<file path="src/rtl/mac_dot_ctrl.sv">
// rtl/mac_dot_ctrl.sv - sequential dot-product controller wrapping an external combinational MAC
//
// Purpose:
//   Accepts LEN unsigned 8-bit operand pairs, feeds each registered pair to an
//   external MAC (a*b + c) whose C input is the local accumulator, writes each
//   MAC result back, and presents the 16-bit dot product plus a sticky carry
//   flag on a valid/ready output.
//
// Parameters:
//   LEN  products per dot product (1..255)
//   SAT  1 = saturate accumulator to 16'hFFFF on MAC carry-out, 0 = wrap
//
// Ports:
//   clk, rst_n            clock, asynchronous active-low reset
//   start, init_acc       begin a run (IDLE only), initial accumulator value
//   busy                  state is not IDLE
//   in_valid/in_ready     operand handshake; in_a, in_b operands
//   out_valid/out_ready   result handshake; out_data accumulator, out_ovf sticky carry
//   mac_a, mac_b, mac_c   registered operands and accumulator to the MAC
//   mac_sum, mac_cout     MAC result {cout, mult}

module mac_dot_ctrl #(
  parameter int unsigned LEN = 8,
  parameter bit          SAT = 1'b1
) (
  input  logic        clk,
  input  logic        rst_n,
  input  logic        start,
  input  logic [15:0] init_acc,
  output logic        busy,
  input  logic        in_valid,
  output logic        in_ready,
  input  logic [7:0]  in_a,
  input  logic [7:0]  in_b,
  output logic        out_valid,
  input  logic        out_ready,
  output logic [15:0] out_data,
  output logic        out_ovf,
  output logic [7:0]  mac_a,
  output logic [7:0]  mac_b,
  output logic [15:0] mac_c,
  input  logic [15:0] mac_sum,
  input  logic        mac_cout
);

  typedef enum logic [1:0] {
    S_IDLE = 2'd0,
    S_RUN  = 2'd1,
    S_DONE = 2'd2
  } state_t;

  localparam logic [7:0] LEN_C  = 8'(LEN);
  localparam logic [7:0] LAST_C = 8'(LEN - 1);

  state_t      state_q, state_d;
  logic [15:0] acc_q, acc_d;
  logic [7:0]  op_a_q, op_a_d;
  logic [7:0]  op_b_q, op_b_d;
  logic        op_v_q, op_v_d;
  logic [7:0]  acc_cnt_q, acc_cnt_d;
  logic [7:0]  beat_cnt_q, beat_cnt_d;
  logic        ovf_q, ovf_d;

  always_ff @(posedge clk or negedge rst_n) begin
    if (!rst_n) begin
      state_q    <= S_IDLE;
      acc_q      <= '0;
      op_a_q     <= '0;
      op_b_q     <= '0;
      op_v_q     <= 1'b0;
      acc_cnt_q  <= '0;
      beat_cnt_q <= '0;
      ovf_q      <= 1'b0;
    end else begin
      state_q    <= state_d;
      acc_q      <= acc_d;
      op_a_q     <= op_a_d;
      op_b_q     <= op_b_d;
      op_v_q     <= op_v_d;
      acc_cnt_q  <= acc_cnt_d;
      beat_cnt_q <= beat_cnt_d;
      ovf_q      <= ovf_d;
    end
  end

  // Ready depends only on state and the accept count, so the source can
  // present extra beats without them being swallowed after LEN accepts.
  assign in_ready  = (state_q == S_RUN) && (acc_cnt_q < LEN_C);
  assign busy      = (state_q != S_IDLE);
  assign out_valid = (state_q == S_DONE);
  assign out_data  = acc_q;
  assign out_ovf   = ovf_q;
  assign mac_a     = op_a_q;
  assign mac_b     = op_b_q;
  assign mac_c     = acc_q;

  always_comb begin
    state_d    = state_q;
    acc_d      = acc_q;
    op_a_d     = op_a_q;
    op_b_d     = op_b_q;
    op_v_d     = 1'b0;
    acc_cnt_d  = acc_cnt_q;
    beat_cnt_d = beat_cnt_q;
    ovf_d      = ovf_q;

    unique case (state_q)
      S_IDLE: begin
        if (start) begin
          state_d    = S_RUN;
          acc_d      = init_acc;
          ovf_d      = 1'b0;
          acc_cnt_d  = '0;
          beat_cnt_d = '0;
        end
      end

      S_RUN: begin
        // Stage 1: capture the next operand pair.
        if (in_valid && in_ready) begin
          op_a_d    = in_a;
          op_b_d    = in_b;
          op_v_d    = 1'b1;
          acc_cnt_d = acc_cnt_q + 8'd1;
        end
        // Stage 2: fold the pair captured last cycle into the accumulator.
        if (op_v_q) begin
          acc_d      = (SAT && mac_cout) ? 16'hFFFF : mac_sum;
          ovf_d      = ovf_q | mac_cout;
          beat_cnt_d = beat_cnt_q + 8'd1;
          if (beat_cnt_q == LAST_C) begin
            state_d = S_DONE;
          end
        end
      end

      S_DONE: begin
        if (out_ready) begin
          state_d = S_IDLE;
        end
      end

      default: begin
        state_d = S_IDLE;
      end
    endcase
  end

endmodule

</file>
<file path="config.mk">
export PLATFORM = sky130hd
export DESIGN_NAME = mac_dot_ctrl
export DESIGN_NICKNAME = d
export VERILOG_FILES = /design/src/rtl/mac_dot_ctrl.sv
export SDC_FILE = /design/constraint.sdc
export NUM_CORES = 1
export LEC_CHECK = 0
export ABC_AREA = 1
export BUFFER_PORTS_ARGS = -buffer_cell sky130_fd_sc_hd__buf_2
export CORE_ASPECT_RATIO = 1.4
export CORE_MARGIN = 2
export CORE_UTILIZATION = 48
export CTS_CLUSTER_SIZE = 8
export DETAILED_ROUTE_END_ITERATION = 8
export GPL_TIMING_DRIVEN = 0
export HOLD_SLACK_MARGIN = 0.08
export PLACE_DENSITY = 0.77
export SYNTH_ARGS = -nofsm -noshare
export SYNTH_HDL_FRONTEND = slang
export SYNTH_SLANG_ARGS = --single-unit
</file>
<file path="constraint.sdc">
create_clock -name clk -period 1.6 [get_ports clk]
set_clock_uncertainty 0.15 [all_clocks]
set_input_delay 0.4 -clock clk [delete_from_list [all_inputs] [get_ports clk]]
set_output_delay 0.4 -clock clk [all_outputs]
set_load 0.005 [all_outputs]
</file>
==> summary.md <==
| Metric | Value |
|---|---|
| Startpoint types | `flip-flop` |
| Share of post-route cells with drive strength above 1 | `0.3789` |
| Reg2Reg Launch Point | `state_q[1]` |
| Max_slew headroom | `0.2476` |
| Total vias in the final route | `2488` |
| Mapped Area | `2643 um^2` |
| Syn avg cell area | `7.888 um^2` |
| # port buffers | `104` |
| Die span in x | `66.71 um` |
| # DRC | `0` |
| Final core utilization | `0.6347` |
| TritonCTS buffer count | `5` |
| Final Cell Area | `3431 um^2` |
| Drt initial violations | `75` |
| Fin crit period | `1884 ps` |
| Worst-Margin Slew | `1129 ps` |
| Overall power | `2.135 mW` |
| Overflow after GRT | `0` |
| Sequential fraction of design power | `0.615` |
| # H-tree levels | `2` |
| Sw frac | `0.2189` |
| Psw | `0.4673 mW` |
| VDD IR max | `577.4 uV` |
| Starting Density | `0.4889` |
| Hold Crit Class | `primary input to flip-flop` |
| First-pass iteration count of the detailed router | `4` |
| WL/cell | `11.58 um` |
| Vert. Die Dim | `91.79 um` |
| Syn Inst Count | `335` |
| FF+latch area | `1303 um^2` |
| Hold Path Stages | `3` |
| Post-place setup slack | `-224.2 ps` |
| CP startpoint | `state_q[1]` |
| Failing checks | `negative setup slack` |
| Core box area | `5405 um^2` |
| Status | `complete, but fails checks` |
| CP Class | `flip-flop to output port` |
| GRT Util Overall | `0.2081` |
| Placed instance count | `507` |
| Synthesis-to-finish area growth | `29.83%` |
| RePlAce Congestion | `0.7844` |
| CP top delay family | `buffers and inverters` |
| Largest net degree at the start of global routing | `53` |
| Final setup violation count | `3` |
| IO Pins | `106` |
| Max-Cap Viols | `0` |
| TritonCTS clock tree | `built` |
| Clk slew on worst S/H paths | `90 ps` |
| TritonCTS sink count | `52` |
| Post-route ant nets | `0` |
| Die Area | `6123 um^2` |
| Fillers | `487` |
| Setup TNS | `-415.4 ps` |
| Crit-path max FO | `2` |
| Fmax | `530.7 MHz` |
| Worst r2r path cells | `9` |
| Worst setup EP type | `output port` |
| Unrepaired setup endpoints after global routing | `yes` |
| Max clock buf depth | `2` |
| Slowest cell on the critical path | `dfrtp_1` |
| Synthesized Nets | `391` |
| Final HPWL DP | `4.446 mm` |
| Slew Limit Fails | `0` |
| Combinational power share | `0.055` |
| Post-CTS Hold Fix Bufs | `0` |
| Worst Path Arrival | `1330 ps` |
| Non-filler cells, final | `522` |
| Placed inst area | `3254 um^2` |
| Final Hold Viols | `0` |
| Period utilisation layout | `1.178` |
| Critical path cell sequence | `inv_2 > nand2_4 > buf_6 > buf_8 > nor4_4 > buf_2` |
| Root Driver | `clkbuf_8` |
| Worst Path Required | `1050 ps` |
| WP depth | `6` |
| Nets | `510` |
| Distinct cells, synth | `27` |
| Synth warn | `0` |
| Antenna violations before repair | `0` |
| Final wirelength | `6.044 mm` |
| Hold Path Origin | `in_b[3]` |
| Worst-Skew Late Latency | `310 ps` |
| Int Pwr | `1.667 mW` |
| Leakage power | `2.075 nW` |
| Register area share after synthesis | `0.4924` |
| Buffer and inverter count on the worst path | `4` |
| Hold WS | `135.8 ps` |
| Vias per inst | `4.766` |
| Power per cell area | `622.2 nW/um^2` |
| Number of global-route vias before repair | `2429` |
| Min setup slack post-route | `-284.1 ps` |
| #FFs+latches synth | `52` |
| Crit-path max cell delay | `400 ps` |
| Clk pwr share | `0.330` |
| # diodes | `0` |
| First-pass GRT wire length | `10.01 mm` |
| Core Rows | `32` |
| Area of the multi-input gates | `1092 um^2` |
-- power groups by stage --
stage | clock [mW] | sequential [mW] | combinational (mW)
2_1_floorplan | 0 | 1.34 | 0.0237
3_3_place_gp | 0 | 1.34 | 0.116
5_1_grt | 0.773 | 1.31 | 0.135
4_1_cts | 0.724 | 1.31 | 0.119
6_report | 0.704 | 1.31 | 0.118
3_5_place_dp | 0 | 1.34 | 0.119
-- layer usage --
| layer | part of all wire | track usage | up-vias | wire length, um |
|---|---|---|---|---|
| li1 | - | - | 1268 | - |
| met1 | 0.40 | 0.2319 | 1127 | 2405 |
| met2 | 0.53 | 0.3850 | 86 | 3183 |
| met3 | 0.062 | 0.03804 | 7 | 375 |
| met4 | 0.013 | 0.06973 | 0 | 78 |
| met5 | 0 | 0 | - | 0 |
-- worst reg2reg max path, delay by kind of cell (launching register included) --
kind	cells	cell delay, ps
buffers and inverters	4	540
AND/OR/NAND/NOR	4	240
AO/OA/AOI/OAI	1	80
flip-flops	1	400
-- cell usage after synthesis, drive strengths merged --
master	instances	area share
nand2	146	0.22
dfrtp	52	0.49
nor2	35	0.056
buf	27	0.083
o21ai	26	0.051
inv	17	0.024
nand3	15	0.033
nand4	7	0.017
clkbuf	2	0.0033
ha	2	0.0095
a21oi	1	0.0019
clkinv	1	0.0019
nor3	1	0.0019
nor4	1	0.0024
o21a	1	0.0028
xnor2	1	0.0033
-- placed cells by master, fill, tap and decap left out --
cell      netlist  final
nand2_2        10     10
xnor2_1         1      1
nor3_1          1      1
o21ai_2         1      2
nand2_1       136    135
a21oi_1         1      1
nor4_4          0      1
clkbuf_2        1      1
buf_8           1      2
dfrtp_2         0      1
o21ai_0        23     19
dfrtp_1        52     51
nand3_1        14     14
clkinv_2        1      2
nand2_4         0      1
clkbuf_1        1      2
clkbuf_8        0      5
o21a_1          1      1
ha_1            2      2
inv_2           3      4
o21ai_1         2      5
nor2_1         32     30
inv_1          14     13
nor2_4          2      4
buf_4          17     24
nand3_4         1      1
nor2_2          1      2
buf_6           5      4
nand4_1         7      7
buf_2           4    108
-- flip-flops by register name, indices dropped and copies added (netlist names) --
name        count
state_q         2
acc_cnt_q       8
mac_a           8
beat_cnt_q      8
op_v_q          1
mac_b           8
out_ovf         1
mac_c          16
-- what timing repair did --
action,in CTS,in global routing
gates resized for setup,5,10
gates cloned,0,1
pin swaps,1,1
endpoints found under the setup margin,2,25
setup buffers,5,2
-- cells by family (layout without fill, tap and decap cells) --
kind of cell,after synthesis,in the layout,synth area share
compound gates,28,28,0.05540
xor+xnor,1,1,0.003315
fa+ha+maj,2,2,0.009468
buf+inv,47,165,0.1122
flops,52,52,0.4924
simple gates,205,206,0.3272
-- final cells by class --
class	count	share of cell area
well taps	68	0.02480
inverters	18	0.02006
clock buffers	6	0.02115
plain buffers	29	0.06747
flip-flops and latches	52	0.3797
multi-input cells	237	0.3184
repair buffers	111	0.1670
clock inverters	1	0.001459
-- worst paths after layout --
path | end | slack [ps]
max | in_ready | -280
min in group asynchronous | acc_cnt_q[1] | 160
max in group asynchronous | state_q[0] | 380
max reg2reg | mac_c[4] | 90
min | mac_b[3] | 140
min reg2reg | mac_a[2] | 330
Note: power is estimated with default switching activity, not from simulation.
